[src/rtl/axil_gpio_irq.sv]
// AXI-Lite GPIO edge-event capture: synchronised pin levels, per-pin polarity,
// write-1-to-clear status and a registered level interrupt.
module axil_gpio_irq #(
    parameter int DATA_WIDTH = 32,
    parameter int ADDR_WIDTH = 32,
    parameter int STRB_WIDTH = DATA_WIDTH / 8,
    parameter int N_GPIO     = 64
) (
    input  logic                  clk,
    input  logic                  rst_n,
    input  logic [ADDR_WIDTH-1:0] s_axil_awaddr,
    input  logic [2:0]            s_axil_awprot,
    input  logic                  s_axil_awvalid,
    output logic                  s_axil_awready,
    input  logic [DATA_WIDTH-1:0] s_axil_wdata,
    input  logic [STRB_WIDTH-1:0] s_axil_wstrb,
    input  logic                  s_axil_wvalid,
    output logic                  s_axil_wready,
    output logic [1:0]            s_axil_bresp,
    output logic                  s_axil_bvalid,
    input  logic                  s_axil_bready,
    input  logic [ADDR_WIDTH-1:0] s_axil_araddr,
    input  logic [2:0]            s_axil_arprot,
    input  logic                  s_axil_arvalid,
    output logic                  s_axil_arready,
    output logic [DATA_WIDTH-1:0] s_axil_rdata,
    output logic [1:0]            s_axil_rresp,
    output logic                  s_axil_rvalid,
    input  logic                  s_axil_rready,
    input  logic [N_GPIO-1:0]     gpio_in,
    output logic                  irq
);

    typedef enum logic [1:0] {
        BANK_PIN    = 2'd0,
        BANK_IE     = 2'd1,
        BANK_POL    = 2'd2,
        BANK_STATUS = 2'd3
    } bank_e;

    localparam logic [63:0] PIN_MASK = (N_GPIO >= 64) ? {64{1'b1}}
                                                      : ((64'd1 << N_GPIO) - 64'd1);

    logic [63:0] gpio_ext;
    logic [63:0] s1_q, s2_q, s3_q;
    logic [63:0] ie_q, ie_d, pol_q, pol_d, status_q, status_d;
    logic [1:0]  warm_q, warm_d;
    logic        irq_q, irq_d;

    logic                  awready_q, awready_d, wready_q, wready_d;
    logic                  aw_held_q, aw_held_d, w_held_q, w_held_d;
    logic                  bvalid_q, bvalid_d;
    logic [2:0]            awaddr_q, awaddr_d;
    logic [DATA_WIDTH-1:0] wdata_q, wdata_d;
    logic [STRB_WIDTH-1:0] wstrb_q, wstrb_d;

    logic                  arready_q, arready_d, ar_pend_q, ar_pend_d;
    logic                  rvalid_q, rvalid_d;
    logic [DATA_WIDTH-1:0] rdata_q, rdata_d;

    logic        commit, aw_hs, w_hs, ar_hs;
    logic [31:0] wm32;
    logic [63:0] wm64, wd64, clr, rise, fall, evt, rd_sel;
    bank_e       wbank, rbank;

    logic unused_ok;
    assign unused_ok = ^{s_axil_awprot, s_axil_arprot,
                         s_axil_awaddr[ADDR_WIDTH-1:5], s_axil_awaddr[1:0],
                         s_axil_araddr[ADDR_WIDTH-1:5], s_axil_araddr[1:0]};

    assign gpio_ext = 64'(gpio_in);

    always_comb begin
        aw_hs  = s_axil_awvalid & awready_q;
        w_hs   = s_axil_wvalid & wready_q;
        commit = aw_held_q & w_held_q & ~bvalid_q;

        // New beats are held off until the pending response has been taken.
        awready_d = s_axil_awvalid & ~awready_q & ~aw_held_q & ~bvalid_q;
        wready_d  = s_axil_wvalid & ~wready_q & ~w_held_q & ~bvalid_q;
        aw_held_d = commit ? 1'b0 : (aw_hs | aw_held_q);
        w_held_d  = commit ? 1'b0 : (w_hs | w_held_q);
        awaddr_d  = aw_hs ? s_axil_awaddr[4:2] : awaddr_q;
        wdata_d   = w_hs ? s_axil_wdata : wdata_q;
        wstrb_d   = w_hs ? s_axil_wstrb : wstrb_q;
        bvalid_d  = commit ? 1'b1 : (bvalid_q & ~s_axil_bready);

        wm32 = '0;
        for (int unsigned b = 0; b < STRB_WIDTH; b++) begin
            wm32[b*8 +: 8] = {8{wstrb_q[b]}};
        end
        wm64  = awaddr_q[0] ? {wm32, 32'h0} : {32'h0, wm32};
        wd64  = {wdata_q, wdata_q};
        wbank = bank_e'(awaddr_q[2:1]);

        ie_d  = ie_q;
        pol_d = pol_q;
        clr   = '0;
        if (commit) begin
            unique case (wbank)
                BANK_IE:     ie_d  = ((ie_q & ~wm64) | (wd64 & wm64)) & PIN_MASK;
                BANK_POL:    pol_d = ((pol_q & ~wm64) | (wd64 & wm64)) & PIN_MASK;
                BANK_STATUS: clr   = wd64 & wm64;
                default:     ;
            endcase
        end

        rise     = s2_q & ~s3_q;
        fall     = ~s2_q & s3_q;
        evt      = (warm_q == 2'd3) ? ((pol_q & rise) | (~pol_q & fall)) : '0;
        // A fresh event overrides a simultaneous clear of the same bit.
        status_d = ((status_q & ~clr) | evt) & PIN_MASK;
        warm_d   = (warm_q == 2'd3) ? warm_q : warm_q + 2'd1;
        irq_d    = |(status_q & ie_q);

        ar_hs     = s_axil_arvalid & arready_q;
        arready_d = s_axil_arvalid & ~arready_q & ~ar_pend_q & ~rvalid_q;
        ar_pend_d = ar_hs;
        rvalid_d  = ar_pend_q | (rvalid_q & ~s_axil_rready);
        rbank     = bank_e'(s_axil_araddr[4:3]);
        unique case (rbank)
            BANK_PIN:    rd_sel = s2_q;
            BANK_IE:     rd_sel = ie_q;
            BANK_POL:    rd_sel = pol_q;
            BANK_STATUS: rd_sel = status_q;
            default:     rd_sel = '0;
        endcase
        rdata_d = rdata_q;
        if (ar_hs) begin
            rdata_d = s_axil_araddr[2] ? rd_sel[63:32] : rd_sel[31:0];
        end
    end

    always_ff @(posedge clk or negedge rst_n) begin
        if (!rst_n) begin
            s1_q      <= '0;
            s2_q      <= '0;
            s3_q      <= '0;
            ie_q      <= '0;
            pol_q     <= '0;
            status_q  <= '0;
            warm_q    <= '0;
            irq_q     <= 1'b0;
            awready_q <= 1'b0;
            wready_q  <= 1'b0;
            aw_held_q <= 1'b0;
            w_held_q  <= 1'b0;
            bvalid_q  <= 1'b0;
            awaddr_q  <= '0;
            wdata_q   <= '0;
            wstrb_q   <= '0;
            arready_q <= 1'b0;
            ar_pend_q <= 1'b0;
            rvalid_q  <= 1'b0;
            rdata_q   <= '0;
        end else begin
            s1_q      <= gpio_ext;
            s2_q      <= s1_q;
            s3_q      <= s2_q;
            ie_q      <= ie_d;
            pol_q     <= pol_d;
            status_q  <= status_d;
            warm_q    <= warm_d;
            irq_q     <= irq_d;
            awready_q <= awready_d;
            wready_q  <= wready_d;
            aw_held_q <= aw_held_d;
            w_held_q  <= w_held_d;
            bvalid_q  <= bvalid_d;
            awaddr_q  <= awaddr_d;
            wdata_q   <= wdata_d;
            wstrb_q   <= wstrb_d;
            arready_q <= arready_d;
            ar_pend_q <= ar_pend_d;
            rvalid_q  <= rvalid_d;
            rdata_q   <= rdata_d;
        end
    end

    assign s_axil_awready = awready_q;
    assign s_axil_wready  = wready_q;
    assign s_axil_bvalid  = bvalid_q;
    assign s_axil_bresp   = 2'b00;
    assign s_axil_arready = arready_q;
    assign s_axil_rvalid  = rvalid_q;
    assign s_axil_rdata   = rdata_q;
    assign s_axil_rresp   = 2'b00;
    assign irq            = irq_q;

endmodule

[config.mk]
export PLATFORM = sky130hd
export DESIGN_NAME = axil_gpio_irq
export DESIGN_NICKNAME = d
export VERILOG_FILES = /design/src/rtl/axil_gpio_irq.sv
export SDC_FILE = /design/constraint.sdc
export NUM_CORES = 1
export LEC_CHECK = 0
export BUFFER_PORTS_ARGS = -buffer_cell sky130_fd_sc_hd__buf_2
export CAP_MARGIN = 20
export CORE_UTILIZATION = 58
export DETAILED_ROUTE_END_ITERATION = 6
export GPL_ROUTABILITY_DRIVEN = 0
export PLACE_DENSITY_LB_ADDON = 0.1
export SETUP_SLACK_MARGIN = 0.2
export SLEW_MARGIN = 5
export SYNTH_ARGS = -nofsm -noshare
export SYNTH_HDL_FRONTEND = slang
export SYNTH_SLANG_ARGS = --single-unit
[constraint.sdc]
create_clock -name clk -period 2 [get_ports clk]
set_input_delay 0.2 -clock clk [delete_from_list [all_inputs] [get_ports clk]]
set_output_delay 0.2 -clock clk [all_outputs]
set_load 0.01 [all_outputs]
==> flow_summary.toml, run 1 <==
[pwr]
power_frac_seq_pct = 47.8
power.ir.vdd_worst_v = 0.0008915
netSwitchingFraction_pct = 28.70
comb_power_share_pct = 18.8
share_of_power_burned_in_the_clock_network_pct = 33.3
power_per_cell_area_nw_per_um2 = 1184
intPower_w = 0.01947
leakage_nw = 10.33
total_switching_power_w = 0.007837

[synthesis]
synth-compound-area-share_pct = 7.277
yosys_warnings = 0
netlist_instances = 1301
synth_seq_area_share_pct = 62.80
post_synth_fa_ha_maj_area_fraction_pct = 0.06738
synthSimpleGateAreaFrac_pct = 8.220
avgSynthCellArea_um2 = 14.27
synth-xor-area-share_pct = 0.04717
synth_top_family_by_area = "multiplexers"
number_of_different_library_cells_in_the_post_synthesis_netlist = 37
synth_seq_cells = 466
post_synth_mux_area_share_pct = 20.00
post_synthesis_cell_area_um2 = 18570

[worst_hold_path]
hold-path-cell-count = 3
class_of_the_worst_hold_path = "in2reg"
hold_start = "s_axil_araddr[3]"
holdPathEnd = "s_axil_rdata[2]$_DFFE_PN0P_"

[timing]
timing.final.crit_share_pct = 90.80
timing_worst_slew_pin_value_ns = 0.5453
report.final.setup_viol = 0
final_hold_viol_count = 0
final_period_minus_worst_setup_slack_ns = 1.816
fin_worst_skew_ns = 0.01490
finalMaxSlewViolations = 0
layout_setup_ws_ns = 0.1840
finalSetupTns_ns = 0
maximum_frequency_from_static_timing_analysis_mhz = 550.7
hold_ws_ns = 0.1283
timing.max_slew.rel_slack_pct = 63.65
rsz_0062_raised_after_global_routing = "yes"

[detailed_routing]
drcViolationCount = 0
route.detailed.wl_per_inst_um = 22.09
wl_mm = 45.62
initialDrtViolationCount = 875
detail_route.first_pass.iterations = 5
via_per_inst = 5.866
antenna_left = 0
num_vias = 12110

[clock_network]
cts_tree = "built"
cts_max_level = 2
clk_latency_ns = 0.55
cts.root.buffer_cell = "clkbuf_16"
cts_buffer_depth = 3
clk_pin_slew_ns = 0.07
cts_buffers = 47
clock_sink_count = 466

[worst_setup_path]
critical_path.max_fanout = 3
r2r_cells = 5
cp_required_ns = 2.41
setup.worst_path.end_class = "register"
worst_r2r_endpoint = "irq$_DFF_PN0_"
critPathLaunchType = "register"
critPathArrivalTime_ns = 2.23
crit_type = "reg2reg"
reg2reg_slack_ns = 0.18

[place]
post-place-ws_ns = 0.1207
hpwl_after_dpl_mm = 29.21
port_buffers = 150

[floorplan]
start_util_pct = 58.85
die-area_um2 = 32740
die_width_um = 180.9
floorplan.die.height_um = 180.9
top_level_ports = 219
core-area_um2 = 31560
placement_rows = 65

[layout]
area_growth_from_synthesis_to_layout_pct = 24.20
antennaDiodeCount = 0
post_route_cells_drive_above_1_share_pct = 31.45
nNetsFinal = 1806
commonest_cells_after_routing_fill_and_taps_aside = "465 x dfrtp_1, 162 x nand2_1, 148 x buf_2"
final.fill_count = 2075
mostFrequentLayoutCell = "dfrtp_1"

[global_route]
grt_pass1_vias = 12570
grt_max_degree = 66
wire_length_of_the_first_global_routing_pass_mm = 72.21
grt_overflow_total = 0
gr-usage-all-layers_pct = 29.14
antenna_found_initial = 0

[run]
cap_violations = 0

[outcome]
status = "completed"
-- routing by layer --
metal  track usage [%]  vias up  share of wire, %
met5                 0        -                 0
li1                  -     5370                 -
met3             4.193       91               5.4
met1             40.78     6267                43
met2             48.02      386                49
met4             8.644        0               2.7
-- repair_timing --
item / 4_1_cts / 5_1_grt
hold buffers: 109 / 0
setup buffers: 5 / 2
pin swaps: 2 / 2
resized for setup: 3 / 16
endpoints found under the setup margin: 73 / 78
hold endpoints to repair: 157 / 0
-- logic make-up (layout without fill, tap and decap cells) --
group | after synthesis | count (layout)
adders and majority gates | 1 | 1
other | 1 | 4
xor gates and xnor gates | 1 | 1
DFF | 466 | 466
muxes | 264 | 264
buffers and inverters | 52 | 411
AOI/OAI and AO/OA | 197 | 197
and+or+nand+nor | 319 | 319
-- power by group through the flow --
| stage | logic, W | clock network, W | registers, W |
|---|---|---|---|
| 6_report | 0.00515 | 0.00911 | 0.0131 |
| 5_1_grt | 0.00560 | 0.00965 | 0.0133 |
| 4_1_cts | 0.00505 | 0.00926 | 0.0130 |
| 3_5_place_dp | 0.00478 | 0 | 0.0131 |
| 3_3_place_gp | 0.00464 | 0 | 0.0131 |
| 2_1_floorplan | 0.00310 | 0 | 0.0125 |
-- worst max-delay path, stage by stage, from the launching register on --
cell	delay [ns]
dfrtp_1	0.41
a22o_1	0.26
a221oi_2	0.19
buf_4	0.16
nand4_1	0.10
or4_1	0.56
-- synth_stat cells (all sizes together) --
master,number,share of area (%)
dfrtp,466,63
nand2,175,3.8
mux2,168,11
nor2,85,1.8
a22o,80,3.8
o21ai,66,1.8
mux4,64,7.8
a21oi,33,0.89
mux2i,32,1.7
buf,27,1.1
clkbuf,18,0.36
nand2b,17,0.57
a221oi,16,0.75
nand3b,16,0.65
nor3,8,0.63
inv,7,0.14
and2,5,0.17
nand4,4,0.13
nor4b,3,0.14
a21o,2,0.081
and3b,1,0.047
and4b,1,0.054
and4bb,1,0.088
conb,1,0.020
ha,1,0.067
nand4b,1,0.081
nor2b,1,0.034
or4,1,0.040
xnor2,1,0.047
-- final cells by class --
class / count / area (um^2) / area share (%)
Clock buffer: 70 / 1455 / 6.309
Clock inverter: 14 / 178.9 / 0.7758
Inverter: 7 / 26.28 / 0.1139
Multi-Input combinational cell: 786 / 6714 / 29.11
Sequential cell: 466 / 11660 / 50.57
Tap cell: 402 / 503.0 / 2.181
Timing Repair Buffer: 320 / 2524 / 10.94
-- worst max-delay path by stage --
stage / from / end / slack, ns
after floorplan: s_axil_bvalid$_DFF_PN0_ / register / 0.34
after global placement: s_axil_bvalid$_DFF_PN0_ / status_q[30]$_DFF_PN0_ / 0.15
after CTS: register / irq$_DFF_PN0_ / 0.12
final: register / irq$_DFF_PN0_ / 0.18
after global routing: register / irq$_DFF_PN0_ / 0.15
after detailed placement: register / irq$_DFF_PN0_ / 0.12
-- through the flow --
stage | area, um^2 | cells | utilization (%) | power (W)
6_report | 23060 | 2065 | 73.09 | 0.02731
5_1_grt | 23060 | 2065 | 73.09 | 0.02853
4_1_cts | 22970 | 2063 | 72.79 | 0.02729
3_5_place_dp | 20180 | 1865 | 63.95 | 0.01792
3_3_place_gp | 20180 | 1865 | 63.95 | 0.01770
2_1_floorplan | 18580 | 1304 | - | 0.01563
Power figures use the tool's default switching activity.
==> run 2: changes to the inputs <==
Settings changed: CORE_UTILIZATION 58 to 62, SETUP_SLACK_MARGIN 0.2 to default, TNS_END_PERCENT from default to 100.
Clock period 2 ns to 2.16 ns, I/O delays scaled along.
==> run 2 against run 1 <==
Net effect:
- non-clock buffer count down 9
- sequential power down 8%
- clock power decreased by 9.8%
- first-iteration DRC count shrank 0.34%
- total power shrank 8.7%
- critical path depth unchanged
- setup slack improved by 0.032 ns
- flip-flop and latch count unchanged
- clock skew is 0.0036 ns lower
- largest cell class unchanged
==> flow_summary.toml, run 2 (synthesis results as in run 1) <==
[worst_setup_path]
worstPathCellList = "and3b_1 -> and4bb_4 -> and2_1 -> buf_4 -> mux2_2"
critPathLaunchType = "register"
crit_type = "reg2reg"
cp_required_ns = 2.58
critPathArrivalTime_ns = 2.37
critical_path.max_fanout = 7
crit_family = "simple AND/OR/NAND/NOR gates"
critPathBufInv = 1
setup.worst_path.end_class = "register"
critical_path_depth = 5
r2r_cells = 5
critical-path-slowest-cell = "dfrtp_1"
cp_slowest_stage_delay_ns = 0.43

[layout]
commonest_cells_after_routing_fill_and_taps_aside = "466 x dfrtp_1, 162 x nand2_1, 148 x buf_2"
post_route_cell_area_um2 = 22790
area_growth_from_synthesis_to_layout_pct = 22.71
antennaDiodeCount = 0
nNetsFinal = 1796
final.fill_count = 1676
post_route_cells_drive_above_1_share_pct = 30.33
mostFrequentLayoutCell = "dfrtp_1"
finish.utilization_pct = 78.33

[global_route]
grt_overflow_total = 0
antenna_found_initial = 0
grt_max_degree = 77
grt_pass1_vias = 12850
gr-usage-all-layers_pct = 31.45
wire_length_of_the_first_global_routing_pass_mm = 72.59

[pwr]
leakage_nw = 10.20
power_w = 0.02494
power.ir.vdd_worst_v = 0.0009455
power_per_cell_area_nw_per_um2 = 1095

[clock_network]
cts_buffer_depth = 3
clk_latency_ns = 0.54
clock_sink_count = 466
setup_fix_buffers_added_after_clock_tree_synthesis = 0
cts.root.buffer_cell = "clkbuf_16"
cts_max_level = 2
ctsResizeCount = 0
clk_pin_slew_ns = 0.06
cts_tree = "built"
cts-hold-fix-buffers = 109
cts_buffers = 46

[detailed_routing]
antenna_left = 0
num_vias = 12130
detail_route.first_pass.iterations = 5
via_per_inst = 5.959
initialDrtViolationCount = 872
drcViolationCount = 0
route.detailed.wl_per_inst_um = 22.40
wl_mm = 45.61

[timing]
rsz_0062_raised_after_global_routing = "no"
timing_worst_slew_pin_value_ns = 0.6322
report.final.setup_viol = 0
final_hold_viol_count = 0
fin_worst_skew_ns = 0.01131
finalMaxSlewViolations = 0
timing.final.crit_share_pct = 89.99
final_period_minus_worst_setup_slack_ns = 1.944
maximum_frequency_from_static_timing_analysis_mhz = 514.5
finalSetupTns_ns = 0
timing.max_slew.rel_slack_pct = 57.85

[floorplan]
top_level_ports = 219
die_width_um = 175.1
start_util_pct = 63.83
placement_rows = 62
core-area_um2 = 29090
floorplan.die.height_um = 175.1
die-area_um2 = 30650

[place]
hpwl_after_dpl_mm = 29.28
port_buffers = 150
placed_area_um2 = 20120

[run]
cap_violations = 0

[worst_hold_path]
class_of_the_worst_hold_path = "in2async"

[outcome]
status = "completed"
-- run 2: cell types whose count changed in the layout (fill, tap and decap cells not counted), moves of 2 or more --
cell and delta:
buf_4 -3, a221oi_2 -9, clkinv_2 +6, nand2_2 +3, nand2_4 -3, clkinvlp_4 -2
a221oi_1 +9, clkbuf_8 -5, buf_6 -3, buf_12 -3
-- run 2: path summary, 6_finish.rpt --
path	startpoint	to	slack, ns
max in group asynchronous	rst_n	wdata_q[1]$_DFFE_PN0P_	1.11
max reg2reg	s_axil_bvalid$_DFF_PN0_	register	0.22
min	rst_n	wdata_q[16]$_DFFE_PN0P_	0.20
min reg2reg	s1_q[46]$_DFF_PN0_	s2_q[46]$_DFF_PN0_	0.35
max	s_axil_bvalid$_DFF_PN0_	register	0.22
min in group clk	s_axil_araddr[3]	s_axil_rdata[10]$_DFFE_PN0P_	0.26
-- run 2: cell type report --
type	instances	area, um^2	share of cell area (%)
multi-input combinational	786	6634	29.11
clock inverter	18	193.9	0.8511
sequential	466	11660	51.18
inverter	7	26.28	0.1153
tap	384	480.5	2.109
clock buffer	64	1383	6.068
timing repair buffer	311	2407	10.57
-- run 2: where the power goes --
group	switching [W]	leakage, nW	internal [W]	total [W]
clock	0.00328	0.794	0.00494	0.00822
combinational	0.00210	3.91	0.00250	0.00460
sequential	0.00185	5.50	0.0103	0.0121
total	0.00724	10.2	0.0177	0.0249
-- run 2: per-stage QoR --
step	hold WS (ns)	std cells	setup WS (ns)
after floorplan	-0.07959	1304	0.4952
after global routing	0.2159	2036	0.1243
after CTS	0.2058	2036	0.2281
final	0.2019	2036	0.2162
after global placement	0.1677	1845	0.2528
after detailed placement	0.1686	1845	0.2404
-- run 2: per-layer routing --
layer | share of wire [%] | vias up | wire length, um | global-route usage [%]
met2 | 49 | 453 | 22480 | 51.57
met4 | 3.3 | 0 | 1521 | 11.67
li1 | - | 5343 | - | -
met5 | 0 | - | 0 | 0
met3 | 6.0 | 95 | 2729 | 5.505
met1 | 41 | 6242 | 18880 | 42.64
